==> src/rtl/trapezoid_if.sv <==
// Trapezoid membership bus: sampled crisp input and breakpoints in,
// registered membership degree and breakpoint-order flag out.
interface trapezoid_if #(
    parameter int unsigned MU_W = 16
);
    logic              in_valid;
    logic signed [7:0] x;
    logic signed [7:0] a;
    logic signed [7:0] b;
    logic signed [7:0] c;
    logic signed [7:0] d;
    logic              out_valid;
    logic [MU_W-1:0]   mu;
    logic              param_err;

    modport master (
        output in_valid, x, a, b, c, d,
        input  out_valid, mu, param_err
    );

    modport slave (
        input  in_valid, x, a, b, c, d,
        output out_valid, mu, param_err
    );
endinterface

==> src/rtl/trapezoid.sv <==
// Trapezoidal fuzzy membership function, one-cycle latency, one result per cycle.
// Optional feature: define TRAPEZOID_PARAM_CHECK_EN to build the breakpoint-order
// check that drives param_err; otherwise param_err is tied low.
module trapezoid #(
    parameter int unsigned MU_W = 16
) (
    input  logic        clk,
    input  logic        rst_n,
    trapezoid_if.slave  bus
);
    localparam int unsigned DIFF_W = 9;
    localparam int unsigned NUM_W  = 23;
    localparam int unsigned DEN_W  = 8;
    localparam int unsigned FRAC_W = 15;
    localparam int unsigned Q_W    = 16;
    localparam logic [Q_W-1:0] MU_ONE  = 16'h7FFF;
    localparam logic [Q_W-1:0] MU_ZERO = 16'h0000;

    logic signed [7:0] x_s, a_s, b_s, c_s, d_s;
    logic signed [DIFF_W-1:0] d_xa, d_ba, d_dx, d_dc;
    logic [Q_W-1:0]  mu_c;
    logic [MU_W-1:0] mu_q;
    logic            out_valid_q;

    assign x_s = bus.x;
    assign a_s = bus.a;
    assign b_s = bus.b;
    assign c_s = bus.c;
    assign d_s = bus.d;

    // Nine-bit differences cannot overflow for any 8-bit signed operand pair.
    assign d_xa = {x_s[7], x_s} - {a_s[7], a_s};
    assign d_ba = {b_s[7], b_s} - {a_s[7], a_s};
    assign d_dx = {d_s[7], d_s} - {x_s[7], x_s};
    assign d_dc = {d_s[7], d_s} - {c_s[7], c_s};

    // Unsigned truncating divide saturated to 1.0; a zero denominator yields 1.0.
    function automatic logic [Q_W-1:0] sat_div(input logic [NUM_W-1:0] num,
                                               input logic [DEN_W-1:0] den);
        logic [NUM_W-1:0] q;
        logic [Q_W-1:0]   res;
        res = MU_ONE;
        if (den != '0) begin
            q = num / NUM_W'(den);
            if (q <= NUM_W'(MU_ONE)) begin
                res = q[Q_W-1:0];
            end
        end
        return res;
    endfunction

    // Region select, plateau first so degenerate breakpoints resolve to 1.0.
    always_comb begin
        mu_c = MU_ZERO;
        if (x_s >= b_s && x_s <= c_s) begin
            mu_c = MU_ONE;
        end else if (x_s <= a_s || x_s >= d_s) begin
            mu_c = MU_ZERO;
        end else if (x_s > a_s && x_s < b_s) begin
            mu_c = sat_div(NUM_W'($unsigned(d_xa)) << FRAC_W, DEN_W'($unsigned(d_ba)));
        end else if (x_s > c_s && x_s < d_s) begin
            mu_c = sat_div(NUM_W'($unsigned(d_dx)) << FRAC_W, DEN_W'($unsigned(d_dc)));
        end
    end

    // Result register: mu holds between samples, out_valid pulses per sample.
    always_ff @(posedge clk or negedge rst_n) begin
        if (!rst_n) begin
            mu_q        <= '0;
            out_valid_q <= 1'b0;
        end else begin
            out_valid_q <= bus.in_valid;
            if (bus.in_valid) begin
                mu_q <= MU_W'(mu_c);
            end
        end
    end

    assign bus.mu        = mu_q;
    assign bus.out_valid = out_valid_q;

`ifdef TRAPEZOID_PARAM_CHECK_EN
    logic order_err_c;
    logic param_err_q;

    assign order_err_c = (a_s > b_s) || (b_s > c_s) || (c_s > d_s);

    // Breakpoint-order flag, updated alongside each result and held otherwise.
    always_ff @(posedge clk or negedge rst_n) begin
        if (!rst_n) begin
            param_err_q <= 1'b0;
        end else if (bus.in_valid) begin
            param_err_q <= order_err_c;
        end
    end

    assign bus.param_err = param_err_q;
`else
    assign bus.param_err = 1'b0;
`endif

endmodule

==> src/flat_wrapper.sv <==
// flat-port wrapper written by rule: the top's interface ports become plain ports
module trapezoid_flat 
#(
    parameter int unsigned MU_W = 16
)
  (clk, rst_n, bus_in_valid, bus_x, bus_a, bus_b, bus_c, bus_d, bus_out_valid, bus_mu, bus_param_err);
  trapezoid_if #(.MU_W(MU_W)) bus_i ();
  input  logic clk;
  input  logic rst_n;
  input wire logic [$bits(bus_i.in_valid)-1:0] bus_in_valid;
  input wire logic [$bits(bus_i.x)-1:0] bus_x;
  input wire logic [$bits(bus_i.a)-1:0] bus_a;
  input wire logic [$bits(bus_i.b)-1:0] bus_b;
  input wire logic [$bits(bus_i.c)-1:0] bus_c;
  input wire logic [$bits(bus_i.d)-1:0] bus_d;
  output wire logic [$bits(bus_i.out_valid)-1:0] bus_out_valid;
  output wire logic [$bits(bus_i.mu)-1:0] bus_mu;
  output wire logic [$bits(bus_i.param_err)-1:0] bus_param_err;
  assign bus_i.in_valid = bus_in_valid;
  assign bus_i.x = bus_x;
  assign bus_i.a = bus_a;
  assign bus_i.b = bus_b;
  assign bus_i.c = bus_c;
  assign bus_i.d = bus_d;
  assign bus_out_valid = bus_i.out_valid;
  assign bus_mu = bus_i.mu;
  assign bus_param_err = bus_i.param_err;
  trapezoid #(.MU_W(MU_W)) u_core (.clk(clk), .rst_n(rst_n), .bus(bus_i));
endmodule
==> config.mk <==
export PLATFORM = sky130hd
export DESIGN_NAME = trapezoid_flat
export DESIGN_NICKNAME = d
export VERILOG_FILES = /design/src/rtl/trapezoid_if.sv /design/src/rtl/trapezoid.sv /design/src/flat_wrapper.sv
export SDC_FILE = /design/constraint.sdc
export NUM_CORES = 1
export LEC_CHECK = 0
export CAP_MARGIN = 20
export CORE_MARGIN = 10
export CORE_UTILIZATION = 55
export DETAILED_ROUTE_END_ITERATION = 8
export HOLD_SLACK_MARGIN = 0.03
export MAX_ROUTING_LAYER = met4
export PLACE_DENSITY_LB_ADDON = 0.25
export REMOVE_ABC_BUFFERS = 1
export SETUP_SLACK_MARGIN = 0.02
export SLEW_MARGIN = 20
export SYNTH_ARGS = -nofsm -noshare
export SYNTH_HDL_FRONTEND = slang
export SYNTH_SLANG_ARGS = --single-unit
==> constraint.sdc <==
create_clock -name clk -period 1.7 [get_ports clk]
set_clock_uncertainty 0.1 [all_clocks]
set_input_delay 0.425 -clock clk [delete_from_list [all_inputs] [get_ports clk]]
set_output_delay 0.425 -clock clk [all_outputs]
set_load 0.03 [all_outputs]
==> results of run 1 <==
## stage by stage
stage | setup TNS (ns) | cell area, sq um | worst slack (ns) | util [%] | hold slack (ns)
after floorplan | -474.99 | 25900 | -49.83 | - | 0.0294
after global placement | -441.50 | 40600 | -45.76 | 85.4 | 0.383
after detailed placement | -476.05 | 40600 | -49.33 | 85.4 | 0.423
after CTS | -422.38 | 44900 | -43.55 | 94.5 | 0.421
## cell families after synthesis
kind of cell | after synthesis
flops | 17
mux | 128
other cells | 1
xor+xnor | 258
compound gates | 1358
fa+ha+maj | 339
simple gates | 1424
buf+inv | 284
## per-layer routing
layer  track usage, %  GRT overflow
met5                -             -
met4              106           837
met1             86.8           146
met3             81.5           143
met2              135          4579
## repair_timing
action / in CTS
gates resized for setup: 402
endpoints found under the hold margin: 0
setup buffers: 331
pin swaps: 270
setup endpoints to repair: 17
gates cloned: 1
==> flow_summary.json, run 1 <==
{
  "outcome": "aborted with a tool error",
  "haltStage": "global routing (5_1_grt)",
  "error": "[ERROR GRT-0116] Global routing finished with congestion. Check the congestion regions in the DRC Viewer.",
  "dp.cells": 6142,
  "grt_pass1_wl_mm": 438,
  "yosysSeqAreaShare_pct": 1.61,
  "grt_max_degree": 56,
  "boundaryPins": 61,
  "grt_usage_pct": 102,
  "rows": 80,
  "synth_adder_area_share_pct": 16.3,
  "yosysTopAreaCell": "ha_1",
  "clk_path_buf_depth": 2,
  "synth-xor-area-share_pct": 8.63,
  "synthMuxAreaShare_pct": 5.38,
  "fp.dieW_um": 239,
  "async_reset_ff_share_pct": 100,
  "h-tree-depth": 1,
  "die_y_um": 239,
  "cts-root-buf": "clkbuf_16",
  "synth_top_family_by_area": "compound AO/OA/AOI/OAI gates",
  "grt.overflow.total": 5705,
  "synth_seq_cells": 17,
  "synth-simple-area-share_pct": 27.6,
  "numPortBuffers": 59,
  "avgSynthCellArea_sq_um": 6.92,
  "post-synth-top-count-cell": "nor2_1",
  "synthTopCellsByCount": "418 x nor2_1, 359 x a21oi_1, 333 x ha_1",
  "initial_core_util_pct": 55.4,
  "grt_pass1_vias": 63100,
  "netlist-cell-type-count": 143,
  "cts_sinks": 17,
  "synth-edff-count": 0,
  "synthDominantCellAreaShare_pct": 15.8,
  "hpwl_mm": 104,
  "synthTopCellsByArea": "ha_1 16%, a21oi_1 6.8%, xnor2_1 6.2%",
  "syn_area_sq_um": 26300,
  "numCtsBuffers": 3,
  "ys_warn_count": 0,
  "synth_cells": 3809,
  "synthFlopType": "dfrtp_1",
  "gp_congestion": 1.07,
  "cts-hold-fix-buffers": 0,
  "synth_compound_area_share_pct": 36.0
}
==> inputs of run 2 (changes only) <==
- CORE_UTILIZATION: 55 -> 40
- HOLD_SLACK_MARGIN: 0.03 -> default
- MAX_ROUTING_LAYER: met4 -> default
- PLACE_DENSITY_LB_ADDON: 0.25 -> 0.15
- SETUP_SLACK_MARGIN: 0.02 -> default
==> flow_summary.json, run 2 <==
{
  "rrSetupSlack_ns": 0.66,
  "period_minus_slack_ns": 45.22,
  "hpwl_mm": 87.5,
  "relSlewSlack_pct": 11.8,
  "period_share_pct": 2660,
  "yosysSeqAreaShare_pct": 1.61,
  "placed_cell_area_sq_um": 41500,
  "initial_core_util_pct": 40.2,
  "grt_pass1_wl_mm": 184,
  "multi_input_area_sq_um": 27900,
  "netlist-cell-type-count": 143,
  "ff2ff_path_depth": 2,
  "layout_commonest_cell": "buf_4",
  "fin_area_sq_um": 48500,
  "numCtsBuffers": 3,
  "layout.nets": 6456,
  "synthDominantCellAreaShare_pct": 15.8,
  "grt_antenna_before_repair": 0,
  "grt_pass1_vias": 37600,
  "die_y_um": 277,
  "ant_nets": 0,
  "mostFrequentLayoutCells": "2226 x buf_4, 368 x nor2_1, 267 x ha_1",
  "arrival_ns": 45.27,
  "drive_above_1_share_pct": 50.6,
  "synth_seq_cells": 17,
  "boundaryPins": 61,
  "setup_violations": 15,
  "avgViaCountPerCell": 5.72,
  "cts-root-buf": "clkbuf_16",
  "clock_latency_ns": 0.26,
  "rows": 94,
  "end_kind": "flop",
  "yosysTopAreaCell": "ha_1",
  "cp_slowest_cell": "or4b_4",
  "clock.fmax_mhz": 22.1,
  "n_antenna_cell": 0,
  "synthTopCellsByCount": "418 x nor2_1, 359 x a21oi_1, 333 x ha_1",
  "violations": "setup timing",
  "routed_wl_mm": 125,
  "grt_max_degree": 56,
  "path_clk_slew_ns": 0.06,
  "r2r-end": "u_core.bus.mu[14]$_DFFE_PN0P_",
  "max_stage_delay_ns": 0.55,
  "outcome": "complete, but fails checks",
  "wire_per_inst_um": 18.1,
  "cts_sinks": 17,
  "fp.dieW_um": 277,
  "crit_start": "bus_x[1]",
  "h-tree-depth": 1,
  "hp-start": "u_core.bus.mu[15]$_DFFE_PN0P_",
  "grt.overflow.total": 0,
  "ys_warn_count": 0,
  "hold_violations": 0,
  "avgSynthCellArea_sq_um": 6.92,
  "area_growth_pct": 84.1,
  "hold_path_end": "u_core.bus.mu[15]$_DFFE_PN0P_",
  "clk_path_buf_depth": 2,
  "first_pass_iters": 6,
  "gp_congestion": 0.948,
  "rsz0062_at_grt": "true",
  "critPathKind": "input port to flop",
  "tritoncts": "yes",
  "setup_slack_ns": -43.52,
  "synth_cells": 3809,
  "syn_area_sq_um": 26300,
  "critPathMostFrequentCell": "a21oi_2",
  "register_area_sq_um": 425,
  "slew_violations": 0,
  "hp-class": "flop to flop",
  "worst_pin_slew_ns": 1.32,
  "fp.coreArea_sq_um": 65500,
  "synthTopCellsByArea": "ha_1 16%, a21oi_1 6.8%, xnor2_1 6.2%",
  "synthFlopType": "dfrtp_1",
  "whs_ns": 0.412,
  "start_kind": "input port",
  "post-synth-top-count-cell": "nor2_1",
  "required_ns": 1.75,
  "dr_total_vias": 39700,
  "drc": 0,
  "crit_fanout": 6,
  "reg2reg_from": "u_core.bus.mu[14]$_DFFE_PN0P_",
  "numPortBuffers": 59,
  "max_cap_viol_count": 0,
  "fill_cells": 4820,
  "drt_iter0_markers": 2751,
  "synth-edff-count": 0,
  "async_reset_ff_share_pct": 100,
  "grt_usage_pct": 28.0,
  "die_area_sq_um": 76500,
  "largest_register_ffs": 16,
  "hold_depth": 1
}
## run 2: kinds of logic (layout without fill, tap and decap cells)
group / after synthesis / in the layout / share of synthesized area (%)
other: 1 / 1 / 0.0142
AOI/OAI and AO/OA: 1358 / 1359 / 36.0
muxes: 128 / 128 / 5.38
DFF: 17 / 17 / 1.61
adders and majority gates: 339 / 339 / 16.3
buffers and inverters: 284 / 2547 / 4.42
and+or+nand+nor: 1424 / 1424 / 27.6
xor gates and xnor gates: 258 / 258 / 8.63
## run 2: layout make-up
cell class | count | area share, %
clock buffers | 3 | 0.155
inverters | 183 | 1.43
clock inverters | 1 | 0.0155
repair buffers | 2360 | 37.8
flip-flops and latches | 17 | 0.877
well taps | 864 | 2.23
multi-input cells | 3509 | 57.5
## run 2: worst max path at each step
stage / slack [ns] / to / depth (start not counted)
after global placement: -46.52 / u_core.bus.mu[0]$_DFFE_PN0P_ / 259
after detailed placement: -46.71 / u_core.bus.mu[0]$_DFFE_PN0P_ / 258
final: -43.52 / u_core.bus.mu[0]$_DFFE_PN0P_ / 261
after floorplan: -49.83 / u_core.bus.mu[0]$_DFFE_PN0P_ / 252
after global routing: -45.38 / u_core.bus.mu[0]$_DFFE_PN0P_ / 261
after CTS: -41.93 / u_core.bus.mu[0]$_DFFE_PN0P_ / 277
## run 2: stage by stage
| step | utilization, % | setup TNS (ns) | instances | setup WS [ns] |
|---|---|---|---|---|
| 2_1_floorplan | - | -474.99 | 3708 | -49.83 |
| 3_3_place_gp | 63.4 | -451.63 | 6466 | -46.52 |
| 4_1_cts | 69.1 | -412.05 | 6779 | -41.93 |
| 3_5_place_dp | 63.4 | -453.03 | 6466 | -46.71 |
| 5_1_grt | 74.0 | -437.81 | 6937 | -45.38 |
| 6_report | 74.0 | -420.02 | 6937 | -43.52 |
## run 2: what timing repair did
| item | CTS | global route |
|---|---|---|
| pin swaps | 230 | 365 |
| setup endpoints to repair | 21 | 15 |
| gates cloned | 1 | 1 |
| hold buffers | 0 | 0 |
| setup buffers | 308 | 163 |
| gates resized for setup | 348 | 462 |
## run 2: critical path, delay by kind of cell
kind / cells / cell delay (ns)
AO/OA/AOI/OAI: 132 / 22.06
AND/OR/NAND/NOR: 75 / 11.14
multiplexers: 4 / 1.08
buffers and inverters: 25 / 3.37
adder cells (fa/ha/maj): 24 / 6.91
XOR/XNOR: 1 / 0.23
## run 2: metal layers
| layer | up-vias | GRT usage, % | share of wire, % |
|---|---|---|---|
| met5 | - | 0 | 0 |
| met4 | 0 | 8.10 | 4.5 |
| met3 | 487 | 2.19 | 5.8 |
| met2 | 1511 | 50.6 | 48 |
| met1 | 18700 | 34.6 | 42 |
| li1 | 19000 | - | - |
Power of run 2 is left out: the tool's default activity adds up to more than one toggle a clock period on the data nets, which glitch-free logic cannot reach.
